==> src/rtl/bip_run_ctrl.sv <==
// bip_run_ctrl: host-side run controller for the BIP processor system.
// It decodes command bytes from the UART receiver and sequences the CPU
// through reset, free-run or single-step by driving bip_enable.
// On completion it sends a 7-byte status/result frame through the UART
// transmitter, one byte per tx_start/tx_done handshake.
`timescale 1ns/1ps

module bip_run_ctrl #(
  parameter logic [15:0] MAX_CYCLES = 16'hFFFF
) (
  input  logic        clk,
  input  logic        reset,
  input  logic        rx_done,
  input  logic [7:0]  rx_data,
  output logic        tx_start,
  output logic [7:0]  tx_data,
  input  logic        tx_busy,
  input  logic        tx_done,
  output logic        cpu_rst,
  output logic        bip_enable,
  input  logic        finish_program,
  input  logic [31:0] result,
  output logic        ctrl_busy
);

  typedef enum logic [2:0] {
    IDLE,
    RST,
    RUN,
    STEP,
    LOAD,
    SEND,
    WAIT
  } state_t;

  localparam logic [7:0] CMD_RESET_RUN = 8'h52;  // 'R'
  localparam logic [7:0] CMD_CONTINUE  = 8'h43;  // 'C'
  localparam logic [7:0] CMD_STEP      = 8'h53;  // 'S'

  localparam logic [7:0] STATUS_FINISH  = 8'h00;
  localparam logic [7:0] STATUS_TIMEOUT = 8'h01;
  localparam logic [7:0] STATUS_STEP    = 8'h02;

  localparam logic [2:0] LAST_BYTE = 3'd6;

  state_t      state;
  logic [15:0] cycles;
  logic [15:0] cycles_inc;
  logic [7:0]  status;
  logic [31:0] result_q;
  logic [2:0]  index;
  logic [7:0]  frame_byte;

  // Saturating cycle counter increment; the timeout compare uses this value.
  assign cycles_inc = (cycles == 16'hFFFF) ? cycles : cycles + 16'd1;

  // Select the frame byte for the current index from the latched run results.
  always_comb begin
    // NOTE: default assignment first so no path leaves frame_byte unassigned (no latch).
    frame_byte = 8'h00;
    unique case (index)
      3'd0:    frame_byte = status;
      3'd1:    frame_byte = result_q[31:24];
      3'd2:    frame_byte = result_q[23:16];
      3'd3:    frame_byte = result_q[15:8];
      3'd4:    frame_byte = result_q[7:0];
      3'd5:    frame_byte = cycles[15:8];
      3'd6:    frame_byte = cycles[7:0];
      default: frame_byte = 8'h00;
    endcase
  end

  // Control FSM with registered outputs: command decode, run sequencing, frame transmit.
  always_ff @(posedge clk) begin
    if (reset) begin
      // NOTE: non-blocking assignments for all sequential state so every register
      // samples pre-edge values regardless of statement order.
      state      <= IDLE;
      cycles     <= 16'h0000;
      status     <= 8'h00;
      result_q   <= 32'h0000_0000;
      index      <= 3'd0;
      tx_start   <= 1'b0;
      tx_data    <= 8'h00;
      cpu_rst    <= 1'b0;
      bip_enable <= 1'b0;
      ctrl_busy  <= 1'b0;
    end else begin
      // Pulsed outputs default low and are raised only in the cycle they fire.
      cpu_rst  <= 1'b0;
      tx_start <= 1'b0;

      unique case (state)
        IDLE: begin
          if (rx_done) begin
            case (rx_data)
              CMD_RESET_RUN: begin
                state     <= RST;
                cycles    <= 16'h0000;
                cpu_rst   <= 1'b1;
                ctrl_busy <= 1'b1;
              end
              CMD_CONTINUE: begin
                state      <= RUN;
                cycles     <= 16'h0000;
                bip_enable <= 1'b1;
                ctrl_busy  <= 1'b1;
              end
              CMD_STEP: begin
                state      <= STEP;
                cycles     <= 16'h0000;
                bip_enable <= 1'b1;
                ctrl_busy  <= 1'b1;
              end
              default: ;  // unknown bytes are ignored
            endcase
          end
        end

        RST: begin
          state      <= RUN;
          bip_enable <= 1'b1;
        end

        RUN: begin
          // Track the result every enabled cycle so the last one is what gets sent.
          cycles   <= cycles_inc;
          result_q <= result;
          if (finish_program) begin
            status     <= STATUS_FINISH;
            bip_enable <= 1'b0;
            state      <= LOAD;
          end else if (cycles_inc == MAX_CYCLES) begin
            status     <= STATUS_TIMEOUT;
            bip_enable <= 1'b0;
            state      <= LOAD;
          end
        end

        STEP: begin
          cycles     <= 16'h0001;
          result_q   <= result;
          status     <= finish_program ? STATUS_FINISH : STATUS_STEP;
          bip_enable <= 1'b0;
          state      <= LOAD;
        end

        LOAD: begin
          index <= 3'd0;
          state <= SEND;
        end

        SEND: begin
          if (!tx_busy) begin
            tx_data  <= frame_byte;
            tx_start <= 1'b1;
            state    <= WAIT;
          end
        end

        WAIT: begin
          if (tx_done) begin
            if (index == LAST_BYTE) begin
              state     <= IDLE;
              ctrl_busy <= 1'b0;
            end else begin
              index <= index + 3'd1;
              state <= SEND;
            end
          end
        end

        default: state <= IDLE;
      endcase
    end
  end

endmodule
==> config.mk <==
export PLATFORM = sky130hd
export DESIGN_NAME = bip_run_ctrl
export DESIGN_NICKNAME = d
export VERILOG_FILES = /design/src/rtl/bip_run_ctrl.sv
export SDC_FILE = /design/constraint.sdc
export NUM_CORES = 1
export LEC_CHECK = 0
export CELL_PAD_IN_SITES_DETAIL_PLACEMENT = 1
export CELL_PAD_IN_SITES_GLOBAL_PLACEMENT = 1
export CORE_MARGIN = 2
export CORE_UTILIZATION = 44
export CTS_BUF_LIST = sky130_fd_sc_hd__clkbuf_2
export CTS_CLUSTER_DIAMETER = 30
export CTS_CLUSTER_SIZE = 12
export DETAILED_ROUTE_END_ITERATION = 10
export GPL_TIMING_DRIVEN = 1
export PLACE_DENSITY_LB_ADDON = 0.05
export SKIP_CTS_REPAIR_TIMING = 1
export SLEW_MARGIN = 10
export SYNTH_ARGS = -nofsm -noshare
export SYNTH_HDL_FRONTEND = slang
export SYNTH_SLANG_ARGS = --single-unit
==> constraint.sdc <==
create_clock -name clk -period 7.05 [get_ports clk]
set_clock_uncertainty 0.05 [all_clocks]
set_input_delay 0.705 -clock clk [delete_from_list [all_inputs] [get_ports clk]]
set_output_delay 0.705 -clock clk [all_outputs]
set_load 0.05 [all_outputs]
==> results of run 1 <==
[cell usage in the layout, fill, tap and decap left out, types with 3 or more instances in the layout]
master / instances
a21oi_1: 60
a221o_1: 3
a222oi_1: 7
a22oi_1: 12
a311oi_1: 3
a31oi_1: 6
a32o_1: 3
and4_1: 3
buf_4: 3
clkbuf_2: 9
clkdlybuf4s50_1: 56
clkinv_2: 3
dfxtp_1: 68
ha_1: 6
inv_1: 11
mux2_2: 6
nand2_1: 85
nand3_1: 14
nand4_1: 8
nor2_1: 35
nor3_1: 9
nor3b_1: 3
nor4_1: 4
o21a_1: 5
o21ai_0: 23
or3_1: 3
[layer usage]
metal / track usage, % / up-vias
li1: - / 1770
met1: 36.1 / 1816
met2: 42.2 / 99
met3: 3.67 / 11
met4: 8.33 / 0
met5: 0 / -
[stage by stage]
step	cells	power [mW]	cell area [sq um]
floorplan	463	0.402	3600
global placement	588	0.431	4150
detailed placement	588	0.431	4150
CTS	604	0.621	4240
global route	605	0.646	4250
finish	605	0.619	4250
[cell families (layout without fill, tap and decap cells)]
| family | Yosys count | in the layout | share of synthesized area (%) |
|---|---|---|---|
| other | 0 | 1 | 0 |
| multiplexers | 8 | 8 | 2.43 |
| XOR/XNOR | 2 | 2 | 0.487 |
| AO/OA/AOI/OAI | 149 | 149 | 27.2 |
| AND/OR/NAND/NOR | 182 | 182 | 24.2 |
| flip-flops | 68 | 68 | 37.8 |
| adder cells (fa/ha/maj) | 6 | 6 | 2.09 |
| buffers and inverters | 48 | 87 | 5.70 |
[flip-flops by register name (all words and copies together) (netlist names)]
name,flops
status,2
state,3
cycles,16
tx_data,8
result_q,32
ctrl_busy,1
tx_start,1
cpu_rst,1
index,3
bip_enable,1
[path summary, 6_finish.rpt]
| kind | from | endpoint | slack [ps] | cells past startpoint |
|---|---|---|---|---|
| setup / recovery | cycles[0] | state[1] | 4220 | 7 |
| hold / removal | result_q[14] | result_q[14] | 430 | 2 |
| setup reg to reg | cycles[0] | state[1] | 4220 | 7 |
| hold reg to reg | result_q[14] | result_q[14] | 430 | 2 |
[layout make-up]
class,count,area [sq um]
Tap cell,102,128
Clock inverter,7,43.8
Inverter,11,41.3
Fill cell,953,3560
Clock buffer,9,45.0
Multi-Input combinational cell,347,2040
Timing Repair Buffer,60,588
Sequential cell,68,1360
Antenna cell,1,2.50
[cells in the mapped netlist, types with 3 or more instances]
library cell,instances,area (sq um)
and4_1,3,26.3
nor4_1,4,25.0
nand2_1,85,319
nand4_1,8,50.1
a21oi_1,60,300
mux2_2,6,67.6
o21a_1,5,37.5
dfxtp_1,68,1360
nor2_1,36,135
a22oi_1,12,90.1
or3_1,3,18.8
buf_2,4,20.0
a31oi_1,6,37.5
ha_1,6,75.1
buf_4,5,37.5
nand3_1,14,70.1
inv_1,11,41.3
o21ai_0,23,115
a221o_1,3,30.0
a222oi_1,7,70.1
clkbuf_1,26,97.6
nor3_1,9,45.0
nor3b_1,3,22.5
a32o_1,3,30.0
a311oi_1,3,26.3
[worst max-delay path, delay by kind of cell, from the launching register on]
kind / cells / cell delay [ps]
flip-flops: 1 / 490
AND/OR/NAND/NOR: 3 / 1200
adder cells (fa/ha/maj): 1 / 310
AO/OA/AOI/OAI: 3 / 690
[power by group]
group	switching (mW)	internal (mW)	total, mW
Clock	0.151	0.0445	0.195
Sequential	0.000302	0.385	0.386
Combinational	0.0138	0.0241	0.0379
Total	0.165	0.454	0.619
==> results.json, run 1 <==
{
  "status": "finished, final reports clean",
  "crit_fanout": 10,
  "utilization_pct": 54.4,
  "ys_ff_latch": 68,
  "dpl_worst_slack_ps": 4150,
  "grt_pass1_vias": 3501,
  "rsz0062_at_grt": "false",
  "synthCells": 463,
  "track_usage_pct": 26.1,
  "dp_hpwl_um": 7960,
  "numClockSinks": 68,
  "path_clk_slew_ps": 210,
  "report.final.setup_viol": 0,
  "wl_met2_um": 5390,
  "final-hold-violation-count": 0,
  "synth_flop_cell": "dfxtp_1",
  "netlist_area_sq_um": 3600,
  "gr-total-overflow": 0,
  "detailroute.via_count": 3696,
  "start_util_pct": 46.1,
  "ys_types": 64,
  "hold_path_class": "reg -> reg",
  "top_layer": "met4",
  "wire_per_inst_um": 18.5,
  "cts_tree": "yes",
  "wl_um": 11200,
  "grt_start_max_net_pins": 65,
  "cp.arrival_ps": 3190,
  "endpoint_kind": "register",
  "core_area_sq_um": 7810,
  "clkLatencyLatePin_ps": 520,
  "root_buffer": "clkbuf_2",
  "grt_pass1_wl_um": 18200,
  "area_growth_pct": 18.0,
  "die_w_um": 94.4,
  "cts.htree.levels": 3,
  "cts_max_path_buffers": 2,
  "drcViolationCount": 0,
  "path_cells": "ha_1 > nand3_1 > nor4_4 > o221ai_2 > or4_4 > o311ai_1 > a31oi_1",
  "die_h_um": 94.4,
  "cts-buffers-inserted": 9,
  "syn-num-nets": 515,
  "crit_type": "reg -> reg",
  "ant_nets": 0,
  "power_density_nw_per_um2": 146,
  "tightest_slew_ps": 837,
  "ys_warn_count": 0,
  "fmax_mhz": 354,
  "syn-mean-instance-area_sq_um": 7.77,
  "ys_async_sr_fraction_pct": 0,
  "max-slew-margin-rel_pct": 44.2,
  "antenna_found_initial": 1,
  "die_area_sq_um": 8920,
  "ios": 58,
  "ir_drop_uv": 63.6,
  "placementRows": 32,
  "power.leakage_nw": 1.37,
  "gp_congestion": 1.01,
  "critPathSlowestCell": "nor4_4",
  "max_cap_violations": 0,
  "drtIter0Drc": 277,
  "synth_enable_flop_cells": 0,
  "final_nets": 549,
  "crit_required_ps": 7410,
  "slew_violations": 0,
  "setup_tns_ps": 0,
  "wl_met1_um": 5250,
  "max_stage_delay_ps": 570,
  "yosysSeqAreaShare_pct": 37.8,
  "fin_crit_ps": 2830,
  "via_per_inst": 6.11,
  "io_buffers": 57,
  "worst_slack_ps": 4220,
  "critPathLaunchType": "register",
  "dr.pass1.iters": 5,
  "fin_crit_sh_pct": 40.1,
  "holdWs_ps": 428,
  "layout-drive-gt1-share_pct": 7.37,
  "wl_met3_um": 430
}
No activity file was read; power rests on OpenSTA's default activity.
==> run 2, diff against run 1 <==
CORE_UTILIZATION = 41   (was 44)
clock period = 2.7 ns   (was 7.05 ns; I/O delays follow)
==> run 2 against run 1 <==
Maximum frequency increased by 12%. Global-route usage shrank 1.7 points. Combinational power increased to 2.6 times the previous value. Register-to-register slack got worse by 4000 ps. Die area up 7.0%. Sequential share of layout area down 1.2 points. Clock-buffer cell count up 1. Utilization decreased by 3.2 points. Total power rose to 2.8 times the previous value. First-iteration DRC count is 28% lower.
==> results.json, run 2 (synthesized netlist as in run 1, its figures left out) <==
{
  "fmax_mhz": 396,
  "critPathSlowestCell": "or4_4",
  "final_common_cell": "nand2_1",
  "crit_fanout": 9,
  "report.final.setup_viol": 0,
  "utilization_pct": 51.2,
  "cts_max_path_buffers": 2,
  "antenna_cells": 0,
  "drtIter0Drc": 199,
  "worstHoldEndpoint": "cycles[10]",
  "gr-total-overflow": 0,
  "track_usage_pct": 24.4,
  "cp.buffers_inverters": 1,
  "fin_crit_sh_pct": 93.6,
  "endpoint_kind": "register",
  "rsz0062_at_grt": "false",
  "detailroute.via_count": 3691,
  "largest_register_ffs": 32,
  "grt_start_max_net_pins": 53,
  "tightest_slew_ps": 916,
  "antenna_found_initial": 0,
  "crit_type": "reg -> reg",
  "area_growth_pct": 22.8,
  "die_h_um": 97.7,
  "core_area_sq_um": 8640,
  "fill_cells": 1077,
  "largest_register": "result_q",
  "min_from": "reset",
  "wire_per_inst_um": 18.3,
  "final_nets": 567,
  "gp_congestion": 0.929,
  "die_area_sq_um": 9540,
  "power.leakage_nw": 1.48,
  "grt_pass1_wl_um": 18900,
  "die_w_um": 97.7,
  "cts-buffers-inserted": 9,
  "clkLatencyLatePin_ps": 490,
  "root_buffer": "clkbuf_2",
  "start_util_pct": 41.7,
  "ir_drop_uv": 218,
  "mostFrequentLayoutCells": "nand2_1 (85), dfxtp_1 (67), a21oi_1 (60)",
  "wl_um": 11500,
  "holdWs_ps": 80.8,
  "dp_hpwl_um": 8340,
  "dr.pass1.iters": 7,
  "fin_crit_ps": 2530,
  "r2r-start": "cycles[0]",
  "via_per_inst": 5.88,
  "slew_violations": 0,
  "path_clk_slew_ps": 220,
  "max_stage_delay_ps": 550,
  "r2r_setup_slack_ps": 170,
  "status": "finished, final reports clean",
  "path_cells": "ha_1 > nand3_1 > nor4_4 > buf_4 > a211o_2 > or4_4 > o311ai_2 > a31oi_1",
  "crit_required_ps": 3050,
  "placementRows": 34,
  "ios": 58,
  "path_delay_family": "compound AO/OA/AOI/OAI gates",
  "critPathLaunchType": "register",
  "min_path_cells": 2,
  "ant_nets": 0,
  "layout-drive-gt1-share_pct": 11.0,
  "setup_tns_ps": 0,
  "max_cap_violations": 0,
  "reg2reg_to": "state[1]",
  "max-slew-margin-rel_pct": 38.5,
  "cp.arrival_ps": 2880,
  "cts.htree.levels": 3,
  "drcViolationCount": 0,
  "cts_tree": "yes",
  "power_density_nw_per_um2": 391,
  "worst_r2r_path_depth": 8,
  "final-hold-violation-count": 0,
  "io_buffers": 57,
  "hold_path_class": "in -> reg",
  "numClockSinks": 68,
  "grt_pass1_vias": 3688,
  "reg_top3": "result_q: 32 flops, cycles: 16 flops, tx_data: 8 flops"
}
## run 2: cell types whose count changed in the layout (fill, tap and decap cells not counted), sizes merged
cell    previous run  this run
bufinv             0         1
diode              1         0
clkbuf             9        10
clkinv             6         4
buf                4        22
## run 2: report_power, final
part | internal (mW) | leakage (nW) | switching (mW) | total (mW)
sequential | 1.01 | 0.548 | 0.000748 | 1.01
combinational | 0.0630 | 0.862 | 0.0369 | 0.0999
clock | 0.218 | 0.0719 | 0.405 | 0.623
total | 1.29 | 1.48 | 0.443 | 1.73
## run 2: metrics by stage
step	power (mW)	setup WS, ps	area [sq um]	cells
after floorplan	1.05	232	3600	463
after global placement	1.13	207	4300	612
after detailed placement	1.13	133	4300	612
after CTS	1.73	132	4410	628
after global routing	1.79	31.6	4420	628
final	1.73	172	4420	628
## run 2: how the worst max path moves through the flow
| stage | start | to | slack [ps] | cells after the start |
|---|---|---|---|---|
| final | cycles[0] | state[1] | 170 | 8 |
| after global routing | cycles[0] | bip_enable | 30 | 8 |
| after CTS | cycles[0] | state[1] | 130 | 8 |
| after detailed placement | rx_data[3] | cycles[15] | 130 | 7 |
| after global placement | cycles[0] | state[1] | 210 | 8 |
| after floorplan | cycles[0] | state[1] | 230 | 7 |
## run 2: layout make-up
type                    instances  area (sq um)  share of cell area, %
flip-flops and latches         68          1360                   30.8
repair buffers                 78           723                   16.4
multi-input cells             347          2040                   46.2
well taps                     108           135                   3.06
clock buffers                  10          50.0                   1.13
clock inverters                 6          65.1                   1.47
inverters                      11          41.3                  0.934
## run 2: per-layer routing
layer | GRT usage (%) | vias up | part of all wire, %
li1 | - | 1793 | -
met1 | 33.8 | 1809 | 47
met5 | 0 | - | 0
met4 | 7.05 | 0 | 1.4
met2 | 39.4 | 77 | 47
met3 | 3.81 | 12 | 3.9
